<file path="src/rtl/seven_seg_to_bcd_capture.sv">
// Decodes a multiplexed 7-segment drive bus back into BCD, one word per complete scan.
// A digit is accepted only after its pattern has been stable for STABLE_CYCLES registered samples.
module seven_seg_to_bcd_capture #(
    parameter int NUM_DIGITS    = 4,
    parameter int STABLE_CYCLES = 4
) (
    input  logic                    clk,
    input  logic                    rst,
    input  logic [6:0]              seg_in,
    input  logic [NUM_DIGITS-1:0]   dig_en,
    output logic [4*NUM_DIGITS-1:0] bcd_out,
    output logic [NUM_DIGITS-1:0]   digit_err,
    output logic                    frame_valid
);

    localparam int CW = $clog2(STABLE_CYCLES + 1);
    localparam int IW = NUM_DIGITS + 7;
    localparam logic [CW-1:0] CNT_MAX = CW'(STABLE_CYCLES);

    logic [IW-1:0]                in_q;
    logic [IW-1:0]                prev_q;
    logic [CW-1:0]                cnt;
    logic [CW-1:0]                cnt_next;
    logic [NUM_DIGITS-1:0]        en_q;
    logic [6:0]                   seg_q;
    logic                         changed;
    logic                         capture;
    logic                         onehot;
    logic                         accept;
    logic                         frame_done;
    logic [NUM_DIGITS-1:0]        seen;
    logic [NUM_DIGITS-1:0]        seen_next;
    logic [NUM_DIGITS-1:0][3:0]   shadow;
    logic [NUM_DIGITS-1:0]        err_mask;
    logic [3:0]                   dec_val;
    logic                         dec_ok;

    assign en_q       = in_q[IW-1:7];
    assign seg_q      = in_q[6:0];
    assign changed    = (in_q != prev_q);
    assign onehot     = (en_q != '0) && ((en_q & (en_q - NUM_DIGITS'(1))) == '0);
    assign frame_done = &seen;

    // Stability counter: restarts at 1 on any change, saturates at STABLE_CYCLES.
    always_comb begin
        cnt_next = cnt;
        if (changed)
            cnt_next = CW'(1);
        else if (cnt != CNT_MAX)
            cnt_next = cnt + CW'(1);
    end

    // Strobe only on arrival at the limit; "changed" lets STABLE_CYCLES=1 capture every change.
    assign capture = (cnt_next == CNT_MAX) && (changed || (cnt != CNT_MAX));
    assign accept  = capture && onehot;

    always_comb begin
        dec_val = 4'hF;
        dec_ok  = 1'b1;
        case (seg_q)
            7'b1111110: dec_val = 4'd0;
            7'b0110000: dec_val = 4'd1;
            7'b1101101: dec_val = 4'd2;
            7'b1111001: dec_val = 4'd3;
            7'b0110011: dec_val = 4'd4;
            7'b1011011: dec_val = 4'd5;
            7'b1011111: dec_val = 4'd6;
            7'b1110000: dec_val = 4'd7;
            7'b1111111: dec_val = 4'd8;
            7'b1111011: dec_val = 4'd9;
            default:    dec_ok  = 1'b0;
        endcase
    end

    // A capture landing on the frame-completion cycle belongs to the next frame.
    always_comb begin
        seen_next = frame_done ? '0 : seen;
        if (accept)
            seen_next = seen_next | en_q;
    end

    always_ff @(posedge clk or posedge rst) begin
        if (rst) begin
            in_q   <= '0;
            prev_q <= '0;
            cnt    <= '0;
        end else begin
            in_q   <= {dig_en, seg_in};
            prev_q <= in_q;
            cnt    <= cnt_next;
        end
    end

    always_ff @(posedge clk or posedge rst) begin
        if (rst) begin
            seen     <= '0;
            shadow   <= '0;
            err_mask <= '0;
        end else begin
            seen <= seen_next;
            for (int i = 0; i < NUM_DIGITS; i++) begin
                if (accept && en_q[i]) begin
                    shadow[i]   <= dec_val;
                    err_mask[i] <= ~dec_ok;
                end
            end
        end
    end

    always_ff @(posedge clk or posedge rst) begin
        if (rst) begin
            bcd_out     <= '0;
            digit_err   <= '0;
            frame_valid <= 1'b0;
        end else begin
            frame_valid <= frame_done;
            if (frame_done) begin
                bcd_out   <= shadow;
                digit_err <= err_mask;
            end
        end
    end

endmodule

</file>
<file path="config.mk">
export PLATFORM = sky130hd
export DESIGN_NAME = seven_seg_to_bcd_capture
export DESIGN_NICKNAME = d
export VERILOG_FILES = /design/src/rtl/seven_seg_to_bcd_capture.sv
export SDC_FILE = /design/constraint.sdc
export NUM_CORES = 1
export LEC_CHECK = 0
export ABC_CLOCK_PERIOD_IN_PS = 2400
export BUFFER_PORTS_ARGS = -buffer_cell sky130_fd_sc_hd__buf_2
export CAP_MARGIN = 20
export CORE_ASPECT_RATIO = 1.2
export CORE_MARGIN = 3
export CORE_UTILIZATION = 40
export DETAILED_ROUTE_END_ITERATION = 6
export PLACE_DENSITY = 0.65
export RECOVER_POWER = 50
export SLEW_MARGIN = 20
export SYNTH_ARGS = -nofsm -noshare
export SYNTH_HDL_FRONTEND = slang
export SYNTH_SLANG_ARGS = --single-unit
</file>
<file path="constraint.sdc">
create_clock -name clk -period 2.4 [get_ports clk]
set_input_delay 0 -clock clk [delete_from_list [all_inputs] [get_ports clk]]
set_output_delay 0 -clock clk [all_outputs]
set_load 0.1 [all_outputs]
</file>
==> key figures, run 1 <==
Layout
  – Share of layout cells above drive strength 1: 24.7%
  – Area growth, synth to finish: 22.9%
  – Share of the core filled with cells: 50.8%
  – Antenna Cells: 0
  – Nets: 308

Routing
  – Drt drc: 0
  – Via count: 1823
  – Initial DRC count: 115
  – Pre-antenna DRT Iters: 4
  – Detailed Route WL: 5340 microns
  – Routed Antenna Nets: 0
  – DR vias/cell: 4.77
  – Routed WL per cell: 14.0 microns

Setup path
  – Reg-to-reg startpoint: cnt[0]
  – Crit path cell chain: ha_2 > or3b_1 > a211oi_2 > nand4_4 > and4bb_4 > mux2_4
  – FF-to-FF path depth: 6
  – Crit start category: flop
  – Critical path's largest stage delay: 460 ps
  – Req. time, crit path: 2620 ps
  – Slowest-stage cell, CP: and4bb_4
  – WP depth: 6
  – Critical path data arrival time: 2560 ps
  – Buf/Inv on CP: 0
  – Crit Path Category: flop to flop
  – Largest fanout on the critical path: 6
  – Critical Path Start: cnt[0]
  – Cell family with most CP delay: simple AND/OR/NAND/NOR gates
  – Critical path endpoint category: flop

Power
  – Power per standard cell area: 647 nW/um^2
  – Max VDD drop: 0.298 mV
  – Leak pwr: 1.75 nW
  – Final Power: 0.00227 W

STA
  – Fmax: 427 MHz
  – Worst slew pin tran: 1700 ps
  – Final Cycle Share: 97.5%
  – Hold Fails Final Rpt: 0
  – RSZ-0062 raised after global routing: yes
  – Slew Limit Headroom: -13.5%
  – Setup violators final: 0
  – Setup Skew: 6.27 ps
  – Tmin final: 2340 ps
  – Final slew viol count: 71

Die
  – DIE WIDTH: 83.0 microns
  – Die area: 8180 sq um
  – Starting density of the core: 41.3%
  – # IOs: 34
  – Die height: 98.5 microns
  – Placement Rows: 33
  – Core Area: 6900 sq um

Place
  – HPWL Detailed: 3480 microns
  – Buffers on Ports: 33
  – Placer Congestion: 0.784

Worst hold path
  – Hold path cells: 2
  – Hold WC Path Type: primary input to flop
  – Worst Min Path Start: seg_in[3]

Outcome
  – Run status: finished with violations
  – Failing checks: max-capacitance violations, max-slew violations

Flow run
  – Max_cap viols: 1

Clock tree
  – Clock Latency Late Sink: 330 ps
  – Clk root buf: clkbuf_8
  – # clock sinks: 70
  – CTS buffer count: 9
  – Clock Pin Slew Worst Setup and Hold Paths: 70 ps
  – CTS Buffer Depth: 2
  – Number of H-tree levels: 3
  – CTS tree: yes

Global routing
  – Vias in the first global route: 1893
  – Largest net degree at the start of global routing: 71
  – Congestion Overflow GR: 0
  – Initial antenna violation count: 0
  – Global-route wire length before repair: 9190 microns
  – All-Layer GR Usage: 14.4%

Synthesis
  – Mapped cell area: 2850 sq um
  – Synth unique cells: 41
  – Cells after synthesis: 231
  – Warnings from Yosys: 0
  – Seq/Total Area, Yosys: 61.5%
  – Seq cells post-synth: 70
  – Syn Nets: 246
  – Avg Cell Area, Syn: 12.3 sq um
  – Main synth FF type: dfrtp_1
  – Ys async rst share: 100%
  – Number of synthesized flops with an enable pin: 0
==> Yosys cell counts (2+ instances only) <==
| master | number | area, sq um |
|---|---|---|
| dfrtp_1 | 70 | 1750 |
| mux2_4 | 3 | 45.0 |
| buf_4 | 2 | 15.0 |
| clkbuf_1 | 5 | 18.8 |
| nand2b_1 | 2 | 12.5 |
| nor3_4 | 2 | 32.5 |
| nand3b_1 | 2 | 15.0 |
| nand2_1 | 65 | 244 |
| nand4_1 | 2 | 12.5 |
| mux2_2 | 14 | 158 |
| ha_1 | 2 | 25.0 |
| inv_1 | 5 | 18.8 |
| o21ai_0 | 2 | 10.0 |
| buf_6 | 2 | 22.5 |
| xor2_1 | 11 | 96.3 |
| nor4_2 | 2 | 25.0 |
| nor2_1 | 6 | 22.5 |
| xnor2_1 | 3 | 26.3 |
| a21o_1 | 4 | 30.0 |
| nand3_1 | 3 | 15.0 |
| mux2_1 | 4 | 45.0 |
==> through the flow <==
| stage | cell area, sq um | TNS (ps) | hold slack [ps] | instances | worst slack, ps |
|---|---|---|---|---|---|
| 2_1_floorplan | 2850 | 0 | 31.4 | 231 | 92.9 |
| 3_3_place_gp | 3180 | -74.6 | 109 | 355 | -19.6 |
| 3_5_place_dp | 3180 | -420 | 109 | 355 | -105 |
| 4_1_cts | 3520 | -45.5 | 274 | 381 | -15.7 |
| 5_1_grt | 3500 | -172 | 291 | 382 | -39.1 |
| 6_report | 3500 | 0 | 298 | 382 | 59.3 |
==> final timing paths <==
check                                    to  slack [ps]
max in group asynchronous           in_q[1]         580
min in group asynchronous       bcd_out[13]         780
worst max register to register   shadow[14]          60
worst max-delay path             shadow[14]          60
worst min-delay path                in_q[3]         300
worst min register to register    prev_q[2]         460
==> routing by layer <==
metal	wire length (microns)	up-vias	track usage, %
met4	81	0	6.42
met1	2470	902	19.1
met5	0	-	0
met3	171	7	3.93
li1	-	884	-
met2	2620	30	22.2
==> flip-flops by register name (all words and copies together), names as in the netlist <==
| name | flops |
|---|---|
| err_mask | 4 |
| seen | 4 |
| digit_err | 4 |
| in_q | 11 |
| cnt | 3 |
| shadow | 16 |
| bcd_out | 16 |
| prev_q | 11 |
| frame_valid | 1 |
==> where the power goes <==
part | internal, W | switching, W
logic | 0.0000455 | 0.0000610
registers | 0.00120 | 0.0000175
clock network | 0.000548 | 0.000395
total | 0.00179 | 0.000474
==> area by class of cell <==
cell class	count	area [sq um]
tap	87	109
clock buffer	12	165
sequential	70	1750
timing repair buffer	60	370
clock inverter	1	30.0
fill	627	3390
inverter	5	18.8
multi-input combinational	147	1060
==> worst reg2reg max path, cell delays in order, from the launching register on <==
cell and delay [ps]:
dfrtp_1 410, ha_2 190, or3b_1 390, a211oi_2 270, nand4_4 200, and4bb_4 460, mux2_4 320
==> repair_timing <==
item | CTS | global route
setup buffers | 1 | 1
setup endpoints to repair | 9 | 19
pin swaps | 4 | 3
hold endpoints to repair | 81 | 0
hold buffers | 12 | 0
gates resized for setup | 9 | 1
==> cells in the final DEF (no fill, tap or decap), types with 6 or more instances in the layout <==
| master | instances |
|---|---|
| mux2_4 | 7 |
| clkbuf_1 | 24 |
| nand2_1 | 65 |
| dlygate4sd3_1 | 12 |
| dfrtp_1 | 70 |
| buf_2 | 12 |
| clkbuf_8 | 12 |
| buf_4 | 10 |
| xor2_1 | 11 |
| nor2_1 | 6 |
| mux2_2 | 14 |
==> cells by family after synthesis <==
family	synth area share [%]
and+or+nand+nor	18.7
xor gates and xnor gates	4.30
AOI/OAI and AO/OA	3.29
DFF	61.5
adders and majority gates	0.878
buffers and inverters	2.63
muxes	8.70
Power figures use the tool's default switching activity.
==> run 2: changes to the inputs <==
--- a/config.mk
+++ b/config.mk
@@ -8,11 +8,13 @@
 export ABC_CLOCK_PERIOD_IN_PS = 2400
 export BUFFER_PORTS_ARGS = -buffer_cell sky130_fd_sc_hd__buf_2
 export CAP_MARGIN = 20
+export CELL_PAD_IN_SITES_DETAIL_PLACEMENT = 1
+export CELL_PAD_IN_SITES_GLOBAL_PLACEMENT = 2
 export CORE_ASPECT_RATIO = 1.2
 export CORE_MARGIN = 3
-export CORE_UTILIZATION = 40
+export CORE_UTILIZATION = 35
 export DETAILED_ROUTE_END_ITERATION = 6
-export PLACE_DENSITY = 0.65
+export PLACE_DENSITY = 0.78
 export RECOVER_POWER = 50
 export SLEW_MARGIN = 20
 export SYNTH_ARGS = -nofsm -noshare
==> key figures, run 2 (synthesized netlist as in run 1, its figures left out) <==
Outcome
  – Run status: finished, final reports clean (was finished with violations)

STA
  – Final Cycle Share: 99.1% (was 97.5%)
  – Fmax: 420 MHz (was 427 MHz)
  – Slew Limit Headroom: 47.8% (was -13.5%)
  – Tmin final: 2380 ps (was 2340 ps)
  – Setup TNS: 0 ps (unchanged)
  – Setup Skew: 9.86 ps (was 6.27 ps)
  – Final slew viol count: 0 (was 71)
  – Worst slew pin tran: 782 ps (was 1700 ps)
  – Hold Fails Final Rpt: 0 (unchanged)
  – Setup violators final: 0 (unchanged)
  – Final worst slack: 21.2 ps (was 59.3 ps)
  – RSZ-0062 raised after global routing: yes (unchanged)

Clock tree
  – CTS Buffer Depth: 2 (unchanged)
  – Clk root buf: clkbuf_8 (unchanged)
  – Clock Pin Slew Worst Setup and Hold Paths: 80 ps (was 70 ps)
  – Clock Latency Late Sink: 350 ps (was 330 ps)
  – Number of H-tree levels: 3 (unchanged)
  – CTS tree: yes (unchanged)
  – # clock sinks: 70 (unchanged)
  – CTS buffer count: 9 (unchanged)

Worst hold path
  – Worst Min Path Start: seg_in[2] (was seg_in[3])
  – Hold path cells: 2 (unchanged)
  – Hold WC Path Type: primary input to flop (unchanged)
  – End of the worst hold path: in_q[2] (was in_q[3])

Setup path
  – RR Endpoint: shadow[14] (unchanged)
  – Crit path cell chain: ha_2 > or3b_4 > a211oi_4 > nand4_4 > and4bb_4 > mux2_4 (was ha_2 > or3b_1 > a211oi_2 > nand4_4 > and4bb_4 > mux2_4)
  – Critical path data arrival time: 2610 ps (was 2560 ps)
  – Cell family with most CP delay: simple AND/OR/NAND/NOR gates (unchanged)
  – Reg2reg setup slack: 20 ps (was 60 ps)
  – Largest fanout on the critical path: 6 (unchanged)
  – Crit start category: flop (unchanged)
  – Slowest-stage cell, CP: and4bb_4 (unchanged)
  – Reg-to-reg startpoint: cnt[0] (unchanged)
  – FF-to-FF path depth: 6 (unchanged)
  – Req. time, crit path: 2630 ps (was 2620 ps)
  – Critical path endpoint category: flop (unchanged)
  – Crit Path Category: flop to flop (unchanged)
  – Buf/Inv on CP: 0 (unchanged)
  – Critical path's largest stage delay: 440 ps (was 460 ps)

Die
  – Core Area: 7790 sq um (was 6900 sq um)
  – # IOs: 34 (unchanged)
  – Die area: 9260 sq um (was 8180 sq um)
  – Starting density of the core: 36.5% (was 41.3%)
  – Placement Rows: 35 (was 33)
  – Die height: 105 microns (was 98.5 microns)
  – DIE WIDTH: 88.4 microns (was 83.0 microns)

Flow run
  – Max_cap viols: 0 (was 1)

Global routing
  – Initial antenna violation count: 0 (unchanged)
  – Largest net degree at the start of global routing: 28 (was 71)
  – Congestion Overflow GR: 0 (unchanged)
  – All-Layer GR Usage: 14.1% (was 14.4%)
  – Vias in the first global route: 2095 (was 1893)
  – Global-route wire length before repair: 10100 microns (was 9190 microns)

Routing
  – Routed WL per cell: 14.6 microns (was 14.0 microns)
  – Routed Antenna Nets: 0 (unchanged)
  – Drt drc: 0 (unchanged)
  – Initial DRC count: 82 (was 115)
  – Via count: 1921 (was 1823)
  – Detailed Route WL: 5840 microns (was 5340 microns)
  – DR vias/cell: 4.81 (was 4.77)
  – Pre-antenna DRT Iters: 4 (unchanged)

Power
  – Max VDD drop: 0.341 mV (was 0.298 mV)
  – Pint: 0.00162 W (was 0.00179 W)
  – Clk pwr share: 38.7% (was 41.6%)
  – Flop pwr share: 56.0% (was 53.7%)
  – Leak pwr: 1.89 nW (was 1.75 nW)
  – Net switching fraction of the power: 25.1% (was 20.9%)
  – Comb power frac: 5.3% (was 4.7%)
  – Net Switching: 0.000546 W (was 0.000474 W)
  – Power per standard cell area: 606 nW/um^2 (was 647 nW/um^2)

Layout
  – Most common cell after layout, fill and taps aside: dfrtp_1 (unchanged)
  – Commonest non-fill, non-tap cells in the layout: 70 x dfrtp_1, 65 x nand2_1, 33 x buf_2, 19 x buf_4, 14 x mux2_2 (was 70 x dfrtp_1, 65 x nand2_1, 24 x clkbuf_1, 14 x mux2_2)
  – Nets: 317 (was 308)
  – Number of fill cells: 877 (was 627)
  – Share of layout cells above drive strength 1: 35.2% (was 24.7%)
  – Final instance area: 3580 sq um (was 3500 sq um)
  – Seq. cell area: 1750 sq um (unchanged)
  – Largest regs: bcd_out (16), shadow (16) (unchanged)
  – Antenna Cells: 0 (unchanged)
  – Area growth, synth to finish: 25.7% (was 22.9%)
  – Area of the multi-input gates: 1070 sq um (was 1060 sq um)

Place
  – Setup Slack @ Placement: -117 ps (was -105 ps)
  – DP Area: 3220 sq um (was 3180 sq um)
  – Buffers on Ports: 33 (unchanged)
  – Placer Congestion: 0.726 (was 0.784)
  – HPWL Detailed: 3980 microns (was 3480 microns)
-- run 2: worst max-delay path by stage --
stage | from | to | slack, ps | cells past startpoint
floorplan | cnt[0] | shadow[13] | 90 | 8
global route | cnt[0] | shadow[13] | -60 | 7
finish | cnt[0] | shadow[14] | 20 | 6
global placement | cnt[0] | shadow[14] | 6 | 7
detailed placement | cnt[0] | shadow[15] | -120 | 7
CTS | cnt[0] | shadow[14] | -20 | 6
-- run 2: layout make-up --
cell class / instances / share of cell area (%)
Multi-Input combinational cell: 147 / 29.8
Tap cell: 92 / 3.21
Sequential cell: 70 / 48.9
Timing Repair Buffer: 69 / 12.8
Inverter: 5 / 0.524
Clock buffer: 9 / 3.46
Clock inverter: 7 / 1.36
-- run 2: worst reg2reg max path, delay by kind of cell, from the launching register on --
kind | cells | cell delay, ps
AO/OA/AOI/OAI | 1 | 290
adder cells (fa/ha/maj) | 1 | 190
flip-flops | 1 | 420
multiplexers | 1 | 310
AND/OR/NAND/NOR | 3 | 1060
-- run 2: stage by stage --
stage	cells	utilization [%]	total power (W)	hold slack, ps
floorplan	231	-	0.00130	31.4
global placement	367	41.3	0.00134	28.9
detailed placement	367	41.3	0.00134	32.3
CTS	398	45.8	0.00221	200
global route	399	45.9	0.00227	289
finish	399	45.9	0.00217	287
-- run 2: layer usage --
layer	routed length (microns)	up-vias	track usage, %
met1	2510	968	17.9
met2	3020	33	22.7
met4	131	0	6.48
met3	173	10	3.08
li1	-	910	-
met5	0	-	0
-- run 2: timing repair --
| action | 4_1_cts | 5_1_grt |
|---|---|---|
| setup buffers | 3 | 1 |
| pin swaps | 5 | 4 |
| endpoints found under the setup margin | 19 | 19 |
| gates resized for setup | 10 | 3 |
| endpoints found under the hold margin | 31 | 0 |
| hold buffers | 12 | 0 |
-- run 2: power by group through the flow --
stage / combinational, W / sequential [W] / clock, W
finish: 0.000115 / 0.00122 / 0.000839
global placement: 0.000102 / 0.00124 / 0
floorplan: 0.0000661 / 0.00124 / 0
detailed placement: 0.000105 / 0.00124 / 0
global route: 0.000131 / 0.00122 / 0.000922
CTS: 0.000120 / 0.00122 / 0.000871
==> run 3: changes to the inputs <==
==> constraint.sdc (replaced) <==
create_clock -name clk -period 2.4 [get_ports clk]
set_input_delay 0.12 -clock clk [delete_from_list [all_inputs] [get_ports clk]]
set_output_delay 0.12 -clock clk [all_outputs]
set_load 0.1 [all_outputs]
==> key figures, run 3 (synthesized netlist as in run 1, its figures left out) <==
Outcome
  – Run status: finished, final reports clean (unchanged)

Routing
  – Via count: 1915 (was 1921)
  – DR vias/cell: 4.80 (was 4.81)
  – Routed WL per cell: 15.1 microns (was 14.6 microns)
  – Drt drc: 0 (unchanged)
  – Initial DRC count: 74 (was 82)
  – Detailed Route WL: 6040 microns (was 5840 microns)
  – Routed Antenna Nets: 0 (unchanged)
  – Pre-antenna DRT Iters: 6 (was 4)

STA
  – Final Cycle Share: 98.6% (was 99.1%)
  – Worst slew pin tran: 774 ps (was 782 ps)
  – Final slew viol count: 0 (unchanged)
  – Setup violators final: 0 (unchanged)
  – Setup Skew: 9.33 ps (was 9.86 ps)
  – RSZ-0062 raised after global routing: yes (unchanged)
  – Hold Fails Final Rpt: 0 (unchanged)
  – Tmin final: 2370 ps (was 2380 ps)
  – Fmax: 423 MHz (was 420 MHz)
  – Slew Limit Headroom: 48.3% (was 47.8%)

Layout
  – Share of layout cells above drive strength 1: 34.2% (was 35.2%)
  – Largest regs: bcd_out (16), shadow (16) (unchanged)
  – Final instance area: 3610 sq um (was 3580 sq um)
  – Share of the core filled with cells: 46.3% (was 45.9%)
  – Nets: 317 (unchanged)
  – Antenna Cells: 0 (unchanged)
  – Area growth, synth to finish: 26.7% (was 25.7%)
  – Most common cell after layout, fill and taps aside: dfrtp_1 (unchanged)
  – Commonest non-fill, non-tap cells in the layout: 70 x dfrtp_1, 65 x nand2_1, 33 x buf_2, 18 x buf_4, 14 x mux2_2 (was 70 x dfrtp_1, 65 x nand2_1, 33 x buf_2, 19 x buf_4, 14 x mux2_2)

Place
  – DP Area: 3220 sq um (unchanged)
  – Placer Congestion: 0.720 (was 0.726)
  – Buffers on Ports: 33 (unchanged)
  – HPWL Detailed: 4070 microns (was 3980 microns)

Power
  – Leak pwr: 1.90 nW (was 1.89 nW)
  – Flop pwr share: 52.4% (was 56.0%)
  – Clk pwr share: 42.7% (was 38.7%)
  – Pint: 0.00179 W (was 0.00162 W)
  – Power per standard cell area: 643 nW/um^2 (was 606 nW/um^2)
  – Net switching fraction of the power: 23.0% (was 25.1%)
  – Comb power frac: 4.9% (was 5.3%)
  – Net Switching: 0.000534 W (was 0.000546 W)
  – Max VDD drop: 0.285 mV (was 0.341 mV)

Setup path
  – Critical path data arrival time: 2600 ps (was 2610 ps)
  – Largest fanout on the critical path: 6 (unchanged)
  – Req. time, crit path: 2630 ps (about the same)
  – Critical path endpoint category: flop (unchanged)
  – Reg-to-reg startpoint: cnt[0] (unchanged)
  – Crit start category: flop (unchanged)
  – Critical Path Start: cnt[0] (unchanged)
  – Crit Path Category: flop to flop (unchanged)

Worst hold path
  – Hold WC Path Type: primary input to flop (unchanged)
  – Worst Min Path Start: seg_in[1] (was seg_in[2])

Clock tree
  – Number of H-tree levels: 3 (unchanged)
  – Clk root buf: clkbuf_8 (unchanged)
  – # clock sinks: 70 (unchanged)
  – CTS Buffer Depth: 2 (unchanged)
  – Clock Latency Late Sink: 350 ps (about the same)
  – Clock Pin Slew Worst Setup and Hold Paths: 70 ps (was 80 ps)
  – CTS buffer count: 9 (unchanged)
  – CTS tree: yes (unchanged)

Flow run
  – Max_cap viols: 0 (unchanged)

Global routing
  – Vias in the first global route: 2115 (was 2095)
  – Largest net degree at the start of global routing: 30 (was 28)
  – Congestion Overflow GR: 0 (unchanged)
  – Global-route wire length before repair: 10500 microns (was 10100 microns)
  – Initial antenna violation count: 0 (unchanged)
  – All-Layer GR Usage: 14.7% (was 14.1%)

Die
  – Die area: 9260 sq um (unchanged)
  – Placement Rows: 35 (unchanged)
  – DIE WIDTH: 88.4 microns (unchanged)
  – # IOs: 34 (unchanged)
  – Core Area: 7790 sq um (unchanged)
  – Die height: 105 microns (unchanged)
  – Starting density of the core: 36.5% (unchanged)
==> run 3: changes by cell type in the layout (fill, tap and decap cells not counted), sizes merged <==
cell	before	now
bufinv	0	1
clkbuf	13	16
clkinv	5	2
inv	6	5
==> run 3: layer usage <==
metal / GRT usage, % / routed length, microns / vias to the layer above
met4: 7.45 / 152 / 0
li1: - / - / 907
met5: 0 / 0 / -
met2: 24.0 / 3180 / 29
met1: 18.3 / 2550 / 966
met3: 2.84 / 156 / 13
==> run 3: final timing paths <==
path                          endpoint  slack [ps]  cells past startpoint
max                        err_mask[0]          30                      9
min                            in_q[1]         400                      2
max reg2reg                err_mask[0]          30                      9
min reg2reg                  prev_q[2]         430                      0
max in group asynchronous      seen[3]         760                      4
min in group asynchronous      in_q[0]         460                      3
==> run 3: metrics by stage <==
stage | cells | hold WS (ps) | power, W | TNS, ps | setup WS [ps]
after CTS | 396 | 314 | 0.00236 | -46.2 | -15.2
final | 399 | 404 | 0.00232 | 0 | 34.8
after floorplan | 231 | 151 | 0.00130 | 0 | 92.9
after global placement | 367 | 147 | 0.00134 | 0 | 29.8
after global routing | 399 | 410 | 0.00243 | -792 | -97.3
after detailed placement | 367 | 154 | 0.00134 | -210 | -49.4
==> run 3: area by class of cell <==
cell class	count	area, sq um
repair buffers	69	460
well taps	92	115
flip-flops and latches	70	1750
clock buffers	12	155
fillers	864	4190
inverters	5	18.8
clock inverters	4	55.1
multi-input cells	147	1050
==> run 3: repair_timing <==
action | in CTS | in global routing
setup buffers | 1 | 3
pin swaps | 4 | 6
endpoints found under the hold margin | 31 | 0
endpoints found under the setup margin | 5 | 19
gates resized for setup | 4 | 6
hold buffers | 12 | 0
==> run 3: critical path, cell delays in order, from the launching register on <==
cell and delay [ps]:
dfrtp_1 380, inv_2 70, ha_4 150, or3b_1 380, a211oi_2 270, nand4_4 180
buf_4 200, nor3_4 130, buf_6 150, mux2_2 330
==> run 3: power groups by stage <==
stage / Sequential, W / Clock [W] / Combinational (W)
floorplan: 0.00124 / 0 / 0.0000661
finish: 0.00122 / 0.000990 / 0.000114
global route: 0.00122 / 0.00108 / 0.000130
CTS: 0.00122 / 0.00103 / 0.000118
global placement: 0.00124 / 0 / 0.0000992
detailed placement: 0.00124 / 0 / 0.000103
